[config.mk]
export PLATFORM = sky130hd
export DESIGN_NAME = mario_wav_loader
export DESIGN_NICKNAME = d
export VERILOG_FILES = /design/src/rtl/mario_snd_pkg.sv /design/src/rtl/wavld_pacer.sv /design/src/rtl/mario_wav_loader.sv
export SDC_FILE = /design/constraint.sdc
export NUM_CORES = 1
export LEC_CHECK = 0
export CAP_MARGIN = 20
export CORE_MARGIN = 5
export CORE_UTILIZATION = 43
export DETAILED_ROUTE_END_ITERATION = 10
export PLACE_DENSITY = 0.8
export SLEW_MARGIN = 20
export SYNTH_ARGS = -nofsm -noshare
export SYNTH_HDL_FRONTEND = slang
export SYNTH_SLANG_ARGS = --single-unit
[constraint.sdc]
create_clock -name I_CLK_48M -period 2.9 [get_ports I_CLK_48M]
set_input_delay 0.29 -clock I_CLK_48M [delete_from_list [all_inputs] [get_ports I_CLK_48M]]
set_output_delay 0.29 -clock I_CLK_48M [all_outputs]
set_load 0.02 [all_outputs]
[src/rtl/mario_snd_pkg.sv]
// rtl/mario_snd_pkg.sv - shared types and constants for the sound sample ROM download path
//
// Contents: wav loader FSM state enum, default sample window size, sample ROM
// word/byte address widths and the byte offsets of the three sample regions.
package mario_snd_pkg;

    typedef enum logic [1:0] {
        ST_IDLE  = 2'd0,
        ST_LOAD  = 2'd1,
        ST_DRAIN = 2'd2,
        ST_DONE  = 2'd3
    } wavld_state_t;

    // 8192 x 16-bit words = 16 KiB of sample bytes
    localparam logic [16:0] WIN_SIZE_DEF = 17'h04000;

    localparam int SROM_AW = 13;    // sample ROM word address width
    localparam int DL_AW   = 17;    // download bus byte address width

    localparam logic [DL_AW-1:0] REGION_OFS_0 = 17'h00000;
    localparam logic [DL_AW-1:0] REGION_OFS_1 = 17'h01000;
    localparam logic [DL_AW-1:0] REGION_OFS_2 = 17'h02000;

endpackage

[src/rtl/wavld_pacer.sv]
// rtl/wavld_pacer.sv - one-entry byte buffer and write-gap pacer for the sample ROM bus
//
// Ports:
//   I_CLK_48M, I_RESETn   clock, synchronous active-low reset
//   clear                 drop any buffered byte (new session)
//   push                  store push_addr/push_data into the buffer (only when hold is low)
//   hold                  registered: buffer full or gap counter running
//   dlwr                  one-clock write pulse, dladdr/dldata valid with it
//   dladdr, dldata        buffered byte; held until the next push
//   idle                  buffer empty and gap counter at zero
module wavld_pacer
    import mario_snd_pkg::*;
#(
    parameter int WR_GAP = 4
) (
    input  logic             I_CLK_48M,
    input  logic             I_RESETn,
    input  logic             clear,
    input  logic             push,
    input  logic [DL_AW-1:0] push_addr,
    input  logic [7:0]       push_data,
    output logic             hold,
    output logic             dlwr,
    output logic [DL_AW-1:0] dladdr,
    output logic [7:0]       dldata,
    output logic             idle
);

    localparam logic [3:0] GAP_RELOAD = 4'(WR_GAP - 1);

    logic             full;
    logic             full_nxt;
    logic [3:0]       gap;
    logic [3:0]       gap_nxt;
    logic [DL_AW-1:0] buf_addr;
    logic [7:0]       buf_data;

    // The buffered byte goes out as soon as the gap has elapsed; the pulse is
    // decoded from registers so it lands one clock after the host strobe.
    assign dlwr   = full && (gap == 4'd0);
    assign dladdr = buf_addr;
    assign dldata = buf_data;
    assign idle   = !full && (gap == 4'd0);

    always_comb begin
        full_nxt = full;
        gap_nxt  = gap;
        if (dlwr) begin
            full_nxt = 1'b0;
            gap_nxt  = GAP_RELOAD;
        end else if (gap != 4'd0) begin
            gap_nxt = gap - 4'd1;
        end
        if (clear) begin
            full_nxt = 1'b0;
        end
        if (push) begin
            full_nxt = 1'b1;
        end
    end

    always_ff @(posedge I_CLK_48M) begin
        if (!I_RESETn) begin
            full     <= 1'b0;
            gap      <= 4'd0;
            hold     <= 1'b0;
            buf_addr <= '0;
            buf_data <= '0;
        end else begin
            full <= full_nxt;
            gap  <= gap_nxt;
            // Hold is computed from next-state values so the host sees it
            // the very clock after the byte is taken.
            hold <= full_nxt || (gap_nxt != 4'd0);
            if (push) begin
                buf_addr <= push_addr;
                buf_data <= push_data;
            end
        end
    end

endmodule

[src/rtl/mario_wav_loader.sv]
// rtl/mario_wav_loader.sv - host download writer for the sound sample ROM
//
// Filters host bytes to the sample window, rebases them to a sample ROM byte
// address and emits paced single-byte writes. Tracks session completion and
// keeps playback muted until a full, clean window has been written.
//
// Ports:
//   I_CLK_48M, I_RESETn                      clock, synchronous active-low reset
//   I_DL_ACTIVE                              host download session level
//   I_IOCTL_ADDR/DATA/WR                     host byte stream
//   O_IOCTL_WAIT                             host back-pressure
//   O_DLADDR/O_DLDATA/O_DLWR                 sample ROM download bus
//   O_MUTE, O_DONE, O_OVERRUN, O_BYTES       session status
//   O_CHKSUM                                 additive byte checksum
//
// Build option: WAVLD_CHKSUM_EN enables the O_CHKSUM adder; otherwise O_CHKSUM is 0.
module mario_wav_loader
    import mario_snd_pkg::*;
#(
    parameter logic [24:0]      BASE_ADDR = 25'h0010000,
    parameter logic [DL_AW-1:0] WIN_SIZE  = WIN_SIZE_DEF,
    parameter int               WR_GAP    = 4
) (
    input  logic             I_CLK_48M,
    input  logic             I_RESETn,
    input  logic             I_DL_ACTIVE,
    input  logic [24:0]      I_IOCTL_ADDR,
    input  logic [7:0]       I_IOCTL_DATA,
    input  logic             I_IOCTL_WR,
    output logic             O_IOCTL_WAIT,
    output logic [DL_AW-1:0] O_DLADDR,
    output logic [7:0]       O_DLDATA,
    output logic             O_DLWR,
    output logic             O_MUTE,
    output logic             O_DONE,
    output logic             O_OVERRUN,
    output logic [DL_AW-1:0] O_BYTES,
    output logic [15:0]      O_CHKSUM
);

    localparam logic [24:0] WIN_END = BASE_ADDR + 25'(WIN_SIZE);

    wavld_state_t     state;
    wavld_state_t     state_nxt;
    logic             dl_q;
    logic             dl_rise;
    logic             dl_fall;
    logic             enter_load;
    logic             in_window;
    logic             strobe_hit;
    logic             push;
    logic             pacer_idle;
    logic [DL_AW-1:0] rel_addr;
    logic [DL_AW-1:0] bytes_q;
    logic             overrun_q;

    assign dl_rise    = I_DL_ACTIVE && !dl_q;
    assign dl_fall    = !I_DL_ACTIVE && dl_q;
    assign in_window  = (I_IOCTL_ADDR >= BASE_ADDR) && (I_IOCTL_ADDR < WIN_END);
    assign strobe_hit = I_IOCTL_WR && (state == ST_LOAD) && in_window;
    assign push       = strobe_hit && !O_IOCTL_WAIT;
    assign rel_addr   = I_IOCTL_ADDR[DL_AW-1:0] - BASE_ADDR[DL_AW-1:0];
    assign enter_load = (state_nxt == ST_LOAD) && (state != ST_LOAD);

    wavld_pacer #(
        .WR_GAP (WR_GAP)
    ) u_pacer (
        .I_CLK_48M (I_CLK_48M),
        .I_RESETn  (I_RESETn),
        .clear     (enter_load),
        .push      (push),
        .push_addr (rel_addr),
        .push_data (I_IOCTL_DATA),
        .hold      (O_IOCTL_WAIT),
        .dlwr      (O_DLWR),
        .dladdr    (O_DLADDR),
        .dldata    (O_DLDATA),
        .idle      (pacer_idle)
    );

    // State register. dl_q follows the input even in reset so a session that
    // was live when reset hit is abandoned rather than re-entered.
    always_ff @(posedge I_CLK_48M) begin
        if (!I_RESETn) begin
            state <= ST_IDLE;
            dl_q  <= I_DL_ACTIVE;
        end else begin
            state <= state_nxt;
            dl_q  <= I_DL_ACTIVE;
        end
    end

    always_comb begin
        state_nxt = state;
        unique case (state)
            ST_IDLE:  if (dl_rise)    state_nxt = ST_LOAD;
            ST_LOAD:  if (dl_fall)    state_nxt = ST_DRAIN;
            ST_DRAIN: if (pacer_idle) state_nxt = ST_DONE;
            ST_DONE:  if (dl_rise)    state_nxt = ST_LOAD;
            default:                  state_nxt = ST_IDLE;
        endcase
    end

    always_comb begin
        O_DONE = (state == ST_DONE);
        O_MUTE = !((state == ST_DONE) && (bytes_q == WIN_SIZE) && !overrun_q);
    end

    always_ff @(posedge I_CLK_48M) begin
        if (!I_RESETn) begin
            bytes_q   <= '0;
            overrun_q <= 1'b0;
        end else if (enter_load) begin
            bytes_q   <= '0;
            overrun_q <= 1'b0;
        end else begin
            if (O_DLWR && (bytes_q != WIN_SIZE)) begin
                bytes_q <= bytes_q + 1'b1;
            end
            if (strobe_hit && O_IOCTL_WAIT) begin
                overrun_q <= 1'b1;
            end
        end
    end

    assign O_BYTES   = bytes_q;
    assign O_OVERRUN = overrun_q;

`ifdef WAVLD_CHKSUM_EN
    logic [15:0] chksum_q;

    always_ff @(posedge I_CLK_48M) begin
        if (!I_RESETn) begin
            chksum_q <= 16'h0000;
        end else if (enter_load) begin
            chksum_q <= 16'h0000;
        end else if (O_DLWR) begin
            chksum_q <= chksum_q + {8'h00, O_DLDATA};
        end
    end

    assign O_CHKSUM = chksum_q;
`else
    assign O_CHKSUM = 16'h0000;
`endif

endmodule

==> impl_metrics.ini <==
[run_status]
status = completed

[setup_path]
crit_arrival_ps = 2380
crit_buf_inv = 2
timing.rr.start = u_pacer.gap[0]$_SDFF_PN0_
path_class = flop to output pin
crit_chain = inv_1 > ha_1 > or4b_2 > nor4_1 > nand3b_1 > clkdlybuf4s50_1
cp-start-kind = flop
cp.required_ps = 2610
cp-end-kind = output pin
startpoint = O_BYTES[0]$_SDFFE_PP0P_
cp_max_fo = 6
cpPeakStageDelay_ps = 620
slowest_stage = or4b_2
path_delay_family = simple AND/OR/NAND/NOR gates

[yosys]
synth_top_family_by_area = simple AND/OR/NAND/NOR gates
async_flop_share_pct = 0
muxShareOfSynthArea_pct = 1.20
yosysUniqueCellTypes = 46
synth_adder_area_share_pct = 4.00
yosysWarnings = 0
ys_seq_elements = 52
ys.flop_type = dfxtp_1
syn_avg_cell_area_um2 = 8.39
seq_area_frac_synth_pct = 41.6
synth-compound-area-share_pct = 13.4
syn_area_um2 = 2500
synth-edff-count = 0
synthXorXnorAreaFrac_pct = 2.80
syn_inst = 298
synthSimpleGateAreaFrac_pct = 27.9

[sta]
maxSlewHeadroom_pct = 55.3
post-route-period-util_pct = 92.0
hold_viol = 0
setup_viol = 0
fin_tns_setup_ps = 0
worst_slew_pin_slew_ps = 669
fmax_mhz = 375
min_period_ps = 2670
skew_ps = 6.05
rsz0062_at_grt = false
slew_viol_final = 0

[place]
io_buffers = 83
globalplace.congestion = 0.843
dp_hpwl_mm = 4.75

[grt]
antenna_found_initial = 0
grt_pass1_wl_mm = 10.4
grt_pass1_vias = 2224
grt_max_degree = 29
grt_overflow = 0
globalRouteTotalUtil_pct = 17.0

[clock_network]
cts_hold_buf = 0
cts_setup_buffers = 0
cts-htree-levels = 2
clkSinkCount = 52
cts_tree = yes
cts_buffers = 5
clk_pin_slew_ps = 90
cts-root-buf = clkbuf_8
postCtsResizedCells = 0
clockBufferDepth = 2
clk_latency_ps = 310

[final_layout]
drive_above_1_share_pct = 4.79
diodes = 0
area_delta_synth_final_pct = 37.3
fillers = 487
fin_nets = 421
postLayoutCoreUtil_pct = 61.6

[die]
dieArea_um2 = 7440
die_h_um = 86.2
rows = 27
io_pins = 100
die_w_um = 86.2
fp.coreArea_um2 = 5570
initial_utilization_pct = 44.8

[routing]
vias = 2398
routed_wl_mm = 6.47
drc = 0
drt_iter0_drc = 180
wl_per_cell_um = 14.4
ant_nets = 0
vias_per_cell = 5.35
first_pass_iters = 4

[hold_path]
min_path_type = flop to flop
worstHoldStart = u_pacer.dldata[4]$_SDFFE_PN0P_

[job]
drv_cap = 0

[power]
p_leak_nw = 1.18
ir_drop_mv = 0.331
power.density_nw_per_um2 = 524
-- report_power, final --
part	switching (mW)	leakage (nW)	internal, mW	total [mW]
registers	0.0665	0.421	0.758	0.824
clock network	0.238	0.0400	0.164	0.402
logic	0.314	0.720	0.261	0.574
total	0.618	1.18	1.18	1.80
-- path summary, 6_finish.rpt --
check        cells past startpoint  slack, ps                              to
max                              6        230                          O_MUTE
min                              2        450  u_pacer.dldata[4]$_SDFFE_PN0P_
max reg2reg                      6        440        O_BYTES[16]$_SDFFE_PP0P_
min reg2reg                      2        450  u_pacer.dldata[4]$_SDFFE_PN0P_
-- cells by family (layout without fill, tap and decap cells) --
group                      count (synthesis)  after routing
muxes                                      3              3
other                                      1             16
and+or+nand+nor                          129            129
AOI/OAI and AO/OA                         54             54
xor gates and xnor gates                   8              8
buffers and inverters                     43            106
adders and majority gates                  8              8
DFF                                       52             52
-- flip-flops by register name, indices dropped and copies added, names as in the netlist --
| register | count |
|---|---|
| O_BYTES | 17 |
| u_pacer.dladdr | 17 |
| u_pacer.dldata | 8 |
| u_pacer.gap | 4 |
| state | 2 |
| O_OVERRUN | 1 |
| dl_q | 1 |
| u_pacer.full | 1 |
| u_pacer.hold | 1 |
-- metal layers --
layer / vias to the layer above / track usage [%] / wire length (um)
met4: 0 / 5.67 / 84
met5: - / 0 / 0
met2: 76 / 28.3 / 3050
li1: 1179 / - / -
met3: 10 / 4.37 / 528
met1: 1133 / 21.5 / 2810
-- per-stage QoR --
stage	instances	cell area, um2	setup slack [ps]	hold WS (ps)	total power [mW]
after CTS	448	3430	228	455	1.81
after detailed placement	441	3350	446	442	1.41
after floorplan	313	2560	491	318	1.23
after global placement	441	3350	530	437	1.39
final	448	3430	232	451	1.80
after global routing	448	3430	156	474	1.93
-- cells in the final DEF (no fill, tap or decap), drive strengths merged, types with 3 or more instances in the layout --
master         instances
a21oi                 26
clkbuf                 5
nor4                   3
xnor2                  5
xor2                   3
or3                    6
nand2                 50
a211oi                10
nand3b                 6
dfxtp                 52
buf                    5
nor2                   5
nor3                  17
inv                   11
nand4                  6
mux2i                  3
clkdlybuf4s50         83
nand3                  6
or4                    7
ha                     8
conb                  16
and4                   3
o31ai                  4
o21ai                  6
and3                   4
-- worst register-to-register path, delay by kind of cell (launching register included) --
| kind | cells | cell delay [ps] |
|---|---|---|
| buffers and inverters | 1 | 100 |
| and+or+nand+nor | 3 | 1470 |
| DFF | 1 | 370 |
| AOI/OAI and AO/OA | 1 | 220 |
| adders and majority gates | 1 | 220 |
-- synth_stat cells, types with 2 or more instances --
cell type,count,area [um2]
dfxtp_1,52,1040
nand2_1,50,188
a21oi_1,26,130
nor3_1,17,85.1
buf_4,16,120
clkbuf_1,14,52.6
inv_1,11,41.3
a211oi_1,10,75.1
ha_1,8,100
or4_1,7,52.6
nand3_1,6,30.0
nand3b_1,6,45.0
nand4_1,6,37.5
o21ai_0,6,30.0
or3_1,6,37.5
nor2_1,5,18.8
xnor2_1,5,43.8
and3_1,4,25.0
o31ai_1,4,30.0
and4_1,3,26.3
mux2i_1,3,30.0
nor4_1,3,18.8
xor2_1,3,26.3
and2_1,2,12.5
and4b_1,2,20.0
nor2b_1,2,12.5
or4b_2,2,20.0
-- final cells by class --
class,instances,area (um2),share of cell area (%)
multi-input cells,218,1300,37.8
flip-flops and latches,52,1040,30.3
repair buffers,88,881,25.7
well taps,72,90.1,2.62
clock buffers,5,68.8,2.01
inverters,11,41.3,1.20
clock inverters,2,12.5,0.365
(Power assumes the default switching activity.)
